`config.mk`:
```
export PLATFORM = sky130hd
export DESIGN_NAME = hazard_unit
export DESIGN_NICKNAME = d
export VERILOG_FILES = /design/src/rtl/hazard_unit_pkg.sv /design/src/rtl/hazard_unit_shadow_reg.sv /design/src/rtl/hazard_unit.sv
export SDC_FILE = /design/constraint.sdc
export NUM_CORES = 1
export LEC_CHECK = 0
export ABC_AREA = 1
export BUFFER_PORTS_ARGS = -buffer_cell sky130_fd_sc_hd__buf_2
export CORE_MARGIN = 2
export CORE_UTILIZATION = 45
export DETAILED_ROUTE_END_ITERATION = 16
export SLEW_MARGIN = 20
export SYNTH_ARGS = -nofsm -noshare
export SYNTH_HDL_FRONTEND = slang
export SYNTH_HIERARCHICAL = 1
export SYNTH_SLANG_ARGS = --single-unit
```
`constraint.sdc`:
```
create_clock -name clk -period 3.4 [get_ports clk]
set_clock_uncertainty 0.2 [all_clocks]
set_input_delay 0.85 -clock clk [delete_from_list [all_inputs] [get_ports clk]]
set_output_delay 0.85 -clock clk [all_outputs]
set_load 0.005 [all_outputs]
```
`src/rtl/hazard_unit_pkg.sv`:
```
// Shared LC-3b pipeline types used by the hazard controller.
// Forwarding select encodings, shadow-entry layout and hazard FSM states.
package lc3b_types;

   typedef logic [2:0] lc3b_reg;

   typedef enum logic [1:0] {
      FWD_REG = 2'b00,
      FWD_MEM = 2'b01,
      FWD_WB  = 2'b10
   } lc3b_fwd_sel;

   typedef struct packed {
      logic    valid;
      lc3b_reg dest;
      logic    writes;
      logic    is_load;
      lc3b_reg src1;
      lc3b_reg src2;
      logic    src1_used;
      logic    src2_used;
   } lc3b_hazard_entry;

   typedef enum logic {
      HZ_RUN   = 1'b0,
      HZ_MWAIT = 1'b1
   } lc3b_hazard_state;

   localparam lc3b_hazard_entry HZ_ENTRY_NONE = '0;

   function automatic logic hz_produces(input lc3b_hazard_entry e, input lc3b_reg r);
      return e.valid && e.writes && (e.dest == r);
   endfunction

   // A load sitting in MEM has no data yet, so it is skipped and WB is tried next.
   function automatic lc3b_fwd_sel hz_fwd_select(
      input lc3b_reg          src,
      input logic             used,
      input lc3b_hazard_entry mem,
      input lc3b_hazard_entry wb
   );
      lc3b_fwd_sel sel;
      sel = FWD_REG;
      if (used) begin
         if (hz_produces(mem, src) && !mem.is_load)
            sel = FWD_MEM;
         else if (hz_produces(wb, src))
            sel = FWD_WB;
      end
      return sel;
   endfunction

endpackage

```
`src/rtl/hazard_unit_shadow_reg.sv`:
```
// One pipeline-stage shadow entry of the hazard controller.
// On load the entry takes d, or goes invalid when clear is also set.
module hazard_shadow_reg
   import lc3b_types::*;
(
   input  logic             clk,
   input  logic             reset_n,
   input  logic             load,
   input  logic             clear,
   input  lc3b_hazard_entry d,
   output lc3b_hazard_entry q
);

   always_ff @(posedge clk or negedge reset_n) begin
      if (!reset_n)
         q <= HZ_ENTRY_NONE;
      else if (load)
         q <= clear ? HZ_ENTRY_NONE : d;
   end

endmodule

```
`src/rtl/hazard_unit.sv`:
```
// Hazard controller for the 5-stage LC-3b core: stage shadows, EX forwarding
// selects, memory-wait advance control, load-use bubbles and branch flushes.
//
//   state    | meaning
//   ---------+-----------------------------------------------------------
//   HZ_RUN   | pipeline advancing; a missing response stalls and enters MWAIT
//   HZ_MWAIT | waiting for outstanding fetch and/or data responses
module hazard_unit
   import lc3b_types::*;
#(
   parameter int CNT_W = 16
) (
   input  logic             clk,
   input  logic             reset_n,
   input  logic             id_valid,
   input  logic [2:0]       id_src1,
   input  logic [2:0]       id_src2,
   input  logic             id_src1_used,
   input  logic             id_src2_used,
   input  logic [2:0]       id_dest,
   input  logic             id_writes_reg,
   input  logic             id_is_load,
   input  logic             imem_resp,
   input  logic             dmem_req,
   input  logic             dmem_resp,
   input  logic             br_taken,
   output logic [1:0]       alu_input_one_mux_sel,
   output logic [1:0]       alu_input_two_mux_sel,
   output logic             advance,
   output logic             stall_if_id,
   output logic             bubble_ex,
   output logic             flush,
   output logic [CNT_W-1:0] stall_count
);

   lc3b_hazard_state state, state_nxt;
   logic             imem_seen, imem_seen_nxt;
   logic             dmem_seen, dmem_seen_nxt;
   logic             imem_ok, dmem_ok, mem_pending;

   lc3b_hazard_entry id_entry, ex_q, mem_q, wb_q;
   logic             load_use;
   logic             ex_clear;
   lc3b_fwd_sel      sel_one, sel_two;

   assign id_entry = '{
      valid:     id_valid,
      dest:      id_dest,
      writes:    id_writes_reg,
      is_load:   id_is_load,
      src1:      id_src1,
      src2:      id_src2,
      src1_used: id_src1_used,
      src2_used: id_src2_used
   };

   assign mem_pending = (dmem_req && !dmem_resp) || !imem_resp;
   // Responses are single-cycle pulses, so ones already seen are remembered.
   assign imem_ok     = imem_seen || imem_resp;
   assign dmem_ok     = dmem_seen || !dmem_req || dmem_resp;

   always_ff @(posedge clk or negedge reset_n) begin
      if (!reset_n) begin
         state     <= HZ_RUN;
         imem_seen <= 1'b0;
         dmem_seen <= 1'b0;
      end else begin
         state     <= state_nxt;
         imem_seen <= imem_seen_nxt;
         dmem_seen <= dmem_seen_nxt;
      end
   end

   always_comb begin
      state_nxt     = state;
      imem_seen_nxt = 1'b0;
      dmem_seen_nxt = 1'b0;
      advance       = 1'b1;
      case (state)
         HZ_RUN: begin
            if (mem_pending) begin
               advance       = 1'b0;
               state_nxt     = HZ_MWAIT;
               imem_seen_nxt = imem_resp;
               dmem_seen_nxt = !dmem_req || dmem_resp;
            end
         end
         HZ_MWAIT: begin
            if (imem_ok && dmem_ok) begin
               state_nxt = HZ_RUN;
            end else begin
               advance       = 1'b0;
               imem_seen_nxt = imem_ok;
               dmem_seen_nxt = dmem_ok;
            end
         end
         default: begin
            state_nxt = HZ_RUN;
         end
      endcase
   end

   assign load_use = id_valid && ex_q.valid && ex_q.writes && ex_q.is_load &&
                     ((id_src1_used && (ex_q.dest == id_src1)) ||
                      (id_src2_used && (ex_q.dest == id_src2)));

   assign flush       = br_taken;
   assign bubble_ex   = load_use && !br_taken;
   assign stall_if_id = bubble_ex;
   assign ex_clear    = bubble_ex || flush || !id_valid;

   hazard_shadow_reg u_ex_shadow (
      .clk     (clk),
      .reset_n (reset_n),
      .load    (advance),
      .clear   (ex_clear),
      .d       (id_entry),
      .q       (ex_q)
   );

   hazard_shadow_reg u_mem_shadow (
      .clk     (clk),
      .reset_n (reset_n),
      .load    (advance),
      .clear   (flush),
      .d       (ex_q),
      .q       (mem_q)
   );

   hazard_shadow_reg u_wb_shadow (
      .clk     (clk),
      .reset_n (reset_n),
      .load    (advance),
      .clear   (1'b0),
      .d       (mem_q),
      .q       (wb_q)
   );

   always_comb begin
      sel_one = FWD_REG;
      sel_two = FWD_REG;
      if (ex_q.valid) begin
         sel_one = hz_fwd_select(ex_q.src1, ex_q.src1_used, mem_q, wb_q);
         sel_two = hz_fwd_select(ex_q.src2, ex_q.src2_used, mem_q, wb_q);
      end
   end

   assign alu_input_one_mux_sel = sel_one;
   assign alu_input_two_mux_sel = sel_two;

   // Source fields only matter in EX; downstream copies ride along unread.
   logic unused_src;
   assign unused_src = ^{mem_q.src1, mem_q.src2, mem_q.src1_used, mem_q.src2_used,
                         wb_q.src1, wb_q.src2, wb_q.src1_used, wb_q.src2_used,
                         wb_q.is_load};

   always_ff @(posedge clk or negedge reset_n) begin
      if (!reset_n)
         stall_count <= '0;
      else if ((!advance || bubble_ex) && (stall_count != {CNT_W{1'b1}}))
         stall_count <= stall_count + 1'b1;
   end

endmodule

```
==> After elaboration in Yosys (flattened, before gate mapping) <==
Index checks and enable logic that the tools add are counted.
{ "op_classes": {"n_eq_ne": 7, "bitwise_logic": 1, "reduce_logical": 34, "muxes": 22, "n_addsub": 1} }
{ "ops": {"columns": ["op", "count"], "rows": [
  ["two-way mux 14 bit", 2],
  ["== test 3 bit", 6],
  ["logical AND 1 bit", 18],
  ["adder 16 x 1 -> 16 bit (second input constant)", 1],
  ["two-way mux 2 bit", 8],
  ["inequality test 16 bit (second input constant)", 1],
  ["logical OR 1 bit", 9],
  ["two-way mux 1 bit", 8],
  ["one-hot mux 1 bit (2 select lines)", 4],
  ["logical NOT 1 bit", 7],
  ["NOT 1 bit", 1]
]} }
{ "word_totals": {"in_bits": 20, "word_cells": 84, "regBits": 44, "output_inout_bits": 24} }

==> Longest topological paths before layout <==
Gate-level depths: netlist of run 1.
{ "logic_depth": {"depth_word": 9, "depth_mapped": 12, "depth_no_buf": 11} }

==> Cells and area by module <==
The synthesis of run 1 kept the hierarchy.
{ "by_module_without_submodules": {"columns": ["module", "area_per_inst_um2", "cells_each", "instances"], "rows": [
  ["hazard_shadow_reg", 556.8, 61, 3],
  ["hazard_unit", 1501.4, 226, 1]
]} }

==> Worst setup path after synthesis of run 1 <==
No wires, ideal clock.
{ "synth_timing": {"kind": "input to output", "from": "input port dmem_req", "to": "output port advance", "stages": 5, "path_buffers": 0, "path_slack_ns": 0.525, "arrival_time_ns": 1.825, "path_cell_list": "inv_1 > nor2_1 > nand2_1 > inv_1 > nor2_1"} }
{ "synth_between": {"elab_chain_cells": 6, "word_cells_on_any_way": 9, "cone_classes": "3 x mux; 6 x reduce/logical"} }
{ "synth_rtl": {"columns": ["element", "line_no", "text"], "rows": [
  ["start, declared", "hazard_unit.sv:24", "input logic dmem_req,"],
  ["logical NOT 1 bit", "hazard_unit.sv:60", "assign dmem_ok = dmem_seen || !dmem_req || dmem_resp;"],
  ["logical OR 1 bit (2 in a row)", "hazard_unit.sv:60", null],
  ["logical AND 1 bit", "hazard_unit.sv:89", "if (imem_ok && dmem_ok) begin"],
  ["two-way mux 1 bit", "hazard_unit.sv:89", null],
  ["one-hot mux 1 bit (2 select lines) *", "hazard_unit.sv:79", "case (state)"],
  ["end, declared", "hazard_unit.sv:29", "output logic advance,"]
]} }
Every way passes the cells marked *; elsewhere a longest branch is shown, timed or not.

==> Final worst setup path of run 1 <==
{ "layout_timing": {"from": "input port id_src2[2]", "to": "output port stall_if_id"} }
{ "layout_between": {"elab_chain_cells": 5} }
{ "layout_rtl": {"columns": ["element", "line_no", "text"], "rows": [
  ["start, declared", "hazard_unit.sv:17", "input logic [2:0] id_src2,"],
  ["== test 3 bit", "hazard_unit.sv:105", "(id_src2_used && (ex_q.dest == id_src2)));"],
  ["logical AND 1 bit", "hazard_unit.sv:105", null],
  ["logical OR 1 bit", "hazard_unit.sv:104", "((id_src1_used && (ex_q.dest == id_src1)) ||"],
  ["logical AND 1 bit", "hazard_unit.sv:103", "assign load_use = id_valid && ex_q.valid && ex_q.writes && ex_q.is_load &&"],
  ["logical AND 1 bit", "hazard_unit.sv:108", "assign bubble_ex = load_use && !br_taken;"],
  ["end, declared", "hazard_unit.sv:30", "output logic stall_if_id,"]
]} }
No other way between the ends.

==> impl_results.md, run 1 <==
- Die Y: 79.0 um
- Max-slew violations: 0
- Worst-Skew Late Latency: 300 ps
- Fin nets: 399
- Crit path top cell by count: nand2_1
- Outcome: finished clean
- YS warnings: 6
- R2R Setup Slk: 1370 ps
- Setup TNS: 0 ps
- Final Cycle Share: 78.5%
- Die area: 6250 um2
- TritonCTS Buffers: 5
- Max cap viols: 0
- Met3 routed WL: 231 um
- Number of global-route vias before repair: 2011
- Port bufs: 43
- Min-delay src: u_ex_shadow/q[0]$_DFFE_PN0P_
- Slowest cell on crit path: buf_2
- Die W: 79.0 um
- Setup violators final: 0
- Post-Route M1 WL: 2790 um
- DRT Pass-1 Iters: 4
- Overflow after GRT: 0
- Routed wl met2: 2270 um
- DRC Markers: 0
- GP Congestion: 0.834
- Net count after synthesis: 362
- CTS tree: yes
- WHS Path Cells: 2
- Longest Clk Path Bufs: 2
- CTS sink count: 44
- RSZ-0062 raised after global routing: false
- CORE AREA: 5470 um2
- Detailed Place HPWL: 3800 um
- Worst reg2reg path depth: 11
- Critical path's largest stage delay: 110 ps
- Io pins: 44
- DRT antenna net count: 0
- Worst Setup End Kind: output pin
- Critical path class: in -> out
- GRT Total Usage: 19.7%
- DRT Wirelength: 5380 um
- Initial core utilization: 46.3%
- Iter 0 DRT Violations: 124
- Place WS: 728 ps
- Mapped Area: 2530 um2
- Via count: 2129
- Critical path's top delay family: simple AND/OR/NAND/NOR gates
- Largest net degree at the start of global routing: 45
- # diodes: 0
- Post-CTS setup repair buffer count: 0
- Cell area after placement: 2740 um2
- Final Instance Count excl. Fillers: 451
- Synthesis-to-finish area growth: 13.0%
- CP bufs+invs: 4
- Post-CTS Hold Buffers: 0
- Startpoint Class: primary input
- Post-CTS resize count: 0
- Max IR drop VDD: 0.246 mV
- Syn avg cell area: 7.43 um2
- Worst hold endpoint: u_ex_shadow/q[0]$_DFFE_PN0P_
- Worst r2r dst: stall_count[1]$_DFFE_PN0P_
- Final Total Pwr: 1.30 mW
- PwrDens: 456 nW/um2
- Clock transition at path regs: 70 ps
- Worst path required time: 2350 ps
- Critical path data arrival time: 1620 ps
- First-pass GRT wire length: 9600 um
- CTS Root Cell: clkbuf_8
- Final WS setup: 730 ps
- Share of layout cells above drive strength 1: 17.7%
- F_max: 375 MHz
- Cell row count: 27
- Placed cells: 443
- Via density per instance: 4.72
- DR WL/cell: 11.9 um
- Highest Signal Layer: met4
- Max Fanout on Critical Path: 3
- R2r startpoint: u_ex_shadow/q[11]$_DFFE_PN0P_
- Tightest Hold Check Type: reg -> reg
- Period minus WS final: 2670 ps
- H-tree depth: 2
- Leak: 1.63 nW
- Worst Tran Pin Value: 562 ps
- CP cell instances: buf_2 > inv_1 > nand2_1 > nand2_1 > nor2_1 > nand2_1 > nand2_1 > nand3_1 > inv_1 > buf_2
- Initial antenna violation count: 0
- Post-synthesis instance total: 341
- Final Hold Fails: 0
- Slew Limit Headroom: 62.5%
- Final Cell Area: 2860 um2
placed cells by master, fill, tap and decap left out, types with 2 or more instances in the layout:
cell type	n
dfrtp_1	44
buf_2	43
nor2_1	23
nor2_2	3
nand2_2	3
clkbuf_8	7
nand3_2	2
inv_2	3
nand4_1	2
nand3_1	50
inv_1	35
nand2_1	129
buf_4	2
xor2_1	9
nor3_1	3
xnor2_1	10
worst reg2reg max path, stage by stage (launching register included):
cell and delay, ps:
dfrtp_1 410, inv_1 90, nand2_1 60, nand2_1 40, nor2_1 90, nand2_1 60
nand2_1 90, nand3_1 110, nand2_2 350, nand2_2 270, nand2_1 120, nand2_1 50
power by group:
group	total (mW)	switching (mW)	leakage, nW	internal (mW)
Clock	0.442	0.182	0.0645	0.259
Sequential	0.641	0.0690	0.594	0.572
Combinational	0.222	0.126	0.971	0.0962
layout make-up:
cell class	count	area [um2]
Fill cell	579	2610
Timing Repair Buffer	45	230
Multi-Input combinational cell	244	1170
Inverter	38	143
Clock buffer	7	96.3
Sequential cell	44	1100
Clock inverter	1	30.0
Tap cell	72	90.1
registers in the layout, summed over array words and instances (netlist names):
| signal | cells |
|---|---|
| u_wb_shadow/q | 5 |
| dmem_seen | 1 |
| u_ex_shadow/q | 14 |
| stall_count | 16 |
| u_mem_shadow/q | 6 |
| state | 1 |
| imem_seen | 1 |
worst max path at each step:
stage / slack [ps] / to / from / cells after the start
floorplan: 680 / advance / dmem_req / 5
global placement: 730 / stall_if_id / id_src2[0] / 10
detailed placement: 730 / stall_if_id / id_src2[1] / 10
CTS: 720 / stall_if_id / id_src2[0] / 10
global route: 570 / stall_if_id / id_src1[1] / 9
finish: 730 / stall_if_id / id_src2[2] / 10
stage by stage:
stage	hold WS, ps	utilization [%]
finish	292	52.3
global route	307	52.3
CTS	293	52.3
detailed placement	272	50.0
global placement	262	50.0
floorplan	249	-
per-layer routing:
| layer | track usage [%] | vias up |
|---|---|---|
| met5 | 0 | - |
| met4 | 7.24 | 0 |
| met3 | 4.09 | 6 |
| met2 | 27.7 | 46 |
| met1 | 29.6 | 959 |
| li1 | - | 1118 |
(Power assumes the default switching activity.)
==> inputs of run 2 (changes only) <==
--- a/config.mk
+++ b/config.mk
@@ -5,7 +5,7 @@
 export SDC_FILE = /design/constraint.sdc
 export NUM_CORES = 1
 export LEC_CHECK = 0
-export ABC_AREA = 1
+export ABC_AREA = 0
 export BUFFER_PORTS_ARGS = -buffer_cell sky130_fd_sc_hd__buf_2
 export CORE_MARGIN = 2
 export CORE_UTILIZATION = 45
==> constraint.sdc (replaced) <==
create_clock -name clk -period 2.6 [get_ports clk]
set_clock_uncertainty 0.2 [all_clocks]
set_input_delay 0.65 -clock clk [delete_from_list [all_inputs] [get_ports clk]]
set_output_delay 0.65 -clock clk [all_outputs]
set_load 0.005 [all_outputs]
==> impl_results.md, run 2 <==
- Slew Limit Headroom: 62.7%
- Sw Pwr: 522 uW
- YS warnings: 6
- CTS tree: yes
- Multi-input logic area: 1070 um2
- DRT Pass-1 Iters: 5
- Die W: 77.7 um
- Cell area after placement: 2630 um2
- Critical path data arrival time: 1560 ps
- Io pins: 44
- Post-synthesis instance total: 242
- Final Cycle Share: 92.6%
- Fin nets: 300
- Worst r2r dst: stall_count[1]$_DFFE_PN0P_
- Setup violators final: 0
- Critical path's top delay family: simple AND/OR/NAND/NOR gates
- Setup TNS: 0 ps
- Final Hold Fails: 0
- Clock transition at path regs: 90 ps
- Max Fanout on Critical Path: 4
- Most common cell after layout, fill and taps aside: dfrtp_1
- Register Area: 1100 um2
- Worst Tran Pin Value: 560 ps
- Post-CTS Hold Buffers: 0
- Max cap viols: 0
- CTS sink count: 44
- Tightest Hold Check Type: in -> async
- Post-CTS resize count: 0
- Switching Fraction: 31.0%
- Most frequent cells in the layout: dfrtp_1, buf_2, inv_1, nand3b_1, xnor2_1
- DR WL/cell: 13.7 um
- Outcome: finished clean
- Slowest cell on crit path: dfrtp_1
- First-pass GRT wire length: 8270 um
- Worst Setup End Kind: output pin
- DRC Markers: 0
- Max-slew violations: 0
- Synthesis-to-finish area growth: 11.3%
- R2r startpoint: stall_count[0]$_DFFE_PN0P_
- Sequential group share of total power: 52.7%
- Die Y: 77.7 um
- R2R Setup Slk: 560 ps
- Worst-Skew Late Latency: 300 ps
- Detailed Place HPWL: 3310 um
- Share of layout cells above drive strength 1: 23.6%
- Final core occ: 52.6%
- Critical path class: reg -> out
- Cell row count: 26
- Number of global-route vias before repair: 1732
- Most flops, register: stall_count
- Combinational cell fraction of total power: 20.2%
- CP bufs+invs: 1
- # diodes: 0
- Critical path's largest stage delay: 440 ps
- CTS Root Cell: clkbuf_8
- Largest net degree at the start of global routing: 51
- CORE AREA: 5170 um2
- Die area: 6040 um2
- Via density per instance: 4.99
- Clock share of power: 27.1%
- Startpoint Class: flip-flop
- GRT Total Usage: 17.2%
- Top Registers: stall_count: 16 flops, u_ex_shadow/q: 14 flops, u_mem_shadow/q: 6 flops
- F_max: 415 MHz
- RSZ-0062 raised after global routing: false
- Initial core utilization: 47.3%
- H-tree depth: 2
- DRT Wirelength: 4800 um
- Worst path required time: 1750 ps
- TritonCTS Buffers: 5
- Iter 0 DRT Violations: 79
- Port bufs: 43
- Via count: 1747
- Max FFs per register: 16
- PwrDens: 619 nW/um2
- Max IR drop VDD: 0.470 mV
- Worst reg2reg path depth: 6
- Layout fillers: 489
- Internal power: 1.16 mW
- Final Cell Area: 2720 um2
- Mapped Area: 2440 um2
- Post-CTS setup repair buffer count: 0
- CP cell instances: xor2_1 > nor4_1 > and3_1 > buf_2
- GP Congestion: 0.740
- Initial antenna violation count: 0
- Overflow after GRT: 0
- Syn avg cell area: 10.1 um2
- DRT antenna net count: 0
- Period minus WS final: 2410 ps
- Leak: 1.27 nW
- Longest Clk Path Bufs: 2
-- run 2: worst reg2reg max path: cells and delay by family (launching register included) --
kind	cells	cell delay, ps
AOI/OAI and AO/OA	1	120
adders and majority gates	1	220
DFF	1	430
muxes	1	330
and+or+nand+nor	3	630
-- run 2: worst max path at each step --
stage                                   start                       end  cells after the start
6_report       u_mem_shadow/q[12]$_DFFE_PN0P_  alu_input_one_mux_sel[0]                      4
2_1_floorplan                      id_src2[0]               stall_if_id                      5
3_5_place_dp                       id_src2[0]               stall_if_id                      5
4_1_cts        u_mem_shadow/q[12]$_DFFE_PN0P_  alu_input_one_mux_sel[0]                      4
5_1_grt        u_mem_shadow/q[11]$_DFFE_PN0P_  alu_input_two_mux_sel[0]                      4
3_3_place_gp                       id_src2[0]               stall_if_id                      5
-- run 2: area by class of cell --
type | count | area share, %
clock buffers | 7 | 3.17
clock inverters | 1 | 0.276
inverters | 30 | 4.14
multi-input cells | 151 | 39.3
flip-flops and latches | 44 | 40.5
well taps | 70 | 3.22
repair buffers | 47 | 9.47
-- run 2: through the flow --
step | std cells | total power, mW | worst slack [ps] | hold WS [ps]
after floorplan | 243 | 1.12 | 287 | 154
after global placement | 342 | 1.24 | 285 | 303
final | 350 | 1.69 | 193 | 215
after detailed placement | 342 | 1.25 | 282 | 305
after global routing | 350 | 1.80 | 21.0 | 267
after CTS | 350 | 1.71 | 170 | 238
-- run 2: power by group through the flow --
stage	combinational [mW]	sequential, mW	clock [mW]
6_report	0.341	0.889	0.456
5_1_grt	0.388	0.907	0.507
4_1_cts	0.348	0.888	0.476
3_5_place_dp	0.346	0.902	0
3_3_place_gp	0.340	0.899	0
2_1_floorplan	0.236	0.883	0
-- run 2: per-layer routing --
metal  part of all wire (%)  GRT usage, %
met1                     52          24.6
met2                     42          25.3
met3                    4.3          4.07
met4                    1.6          6.43
met5                      0             0
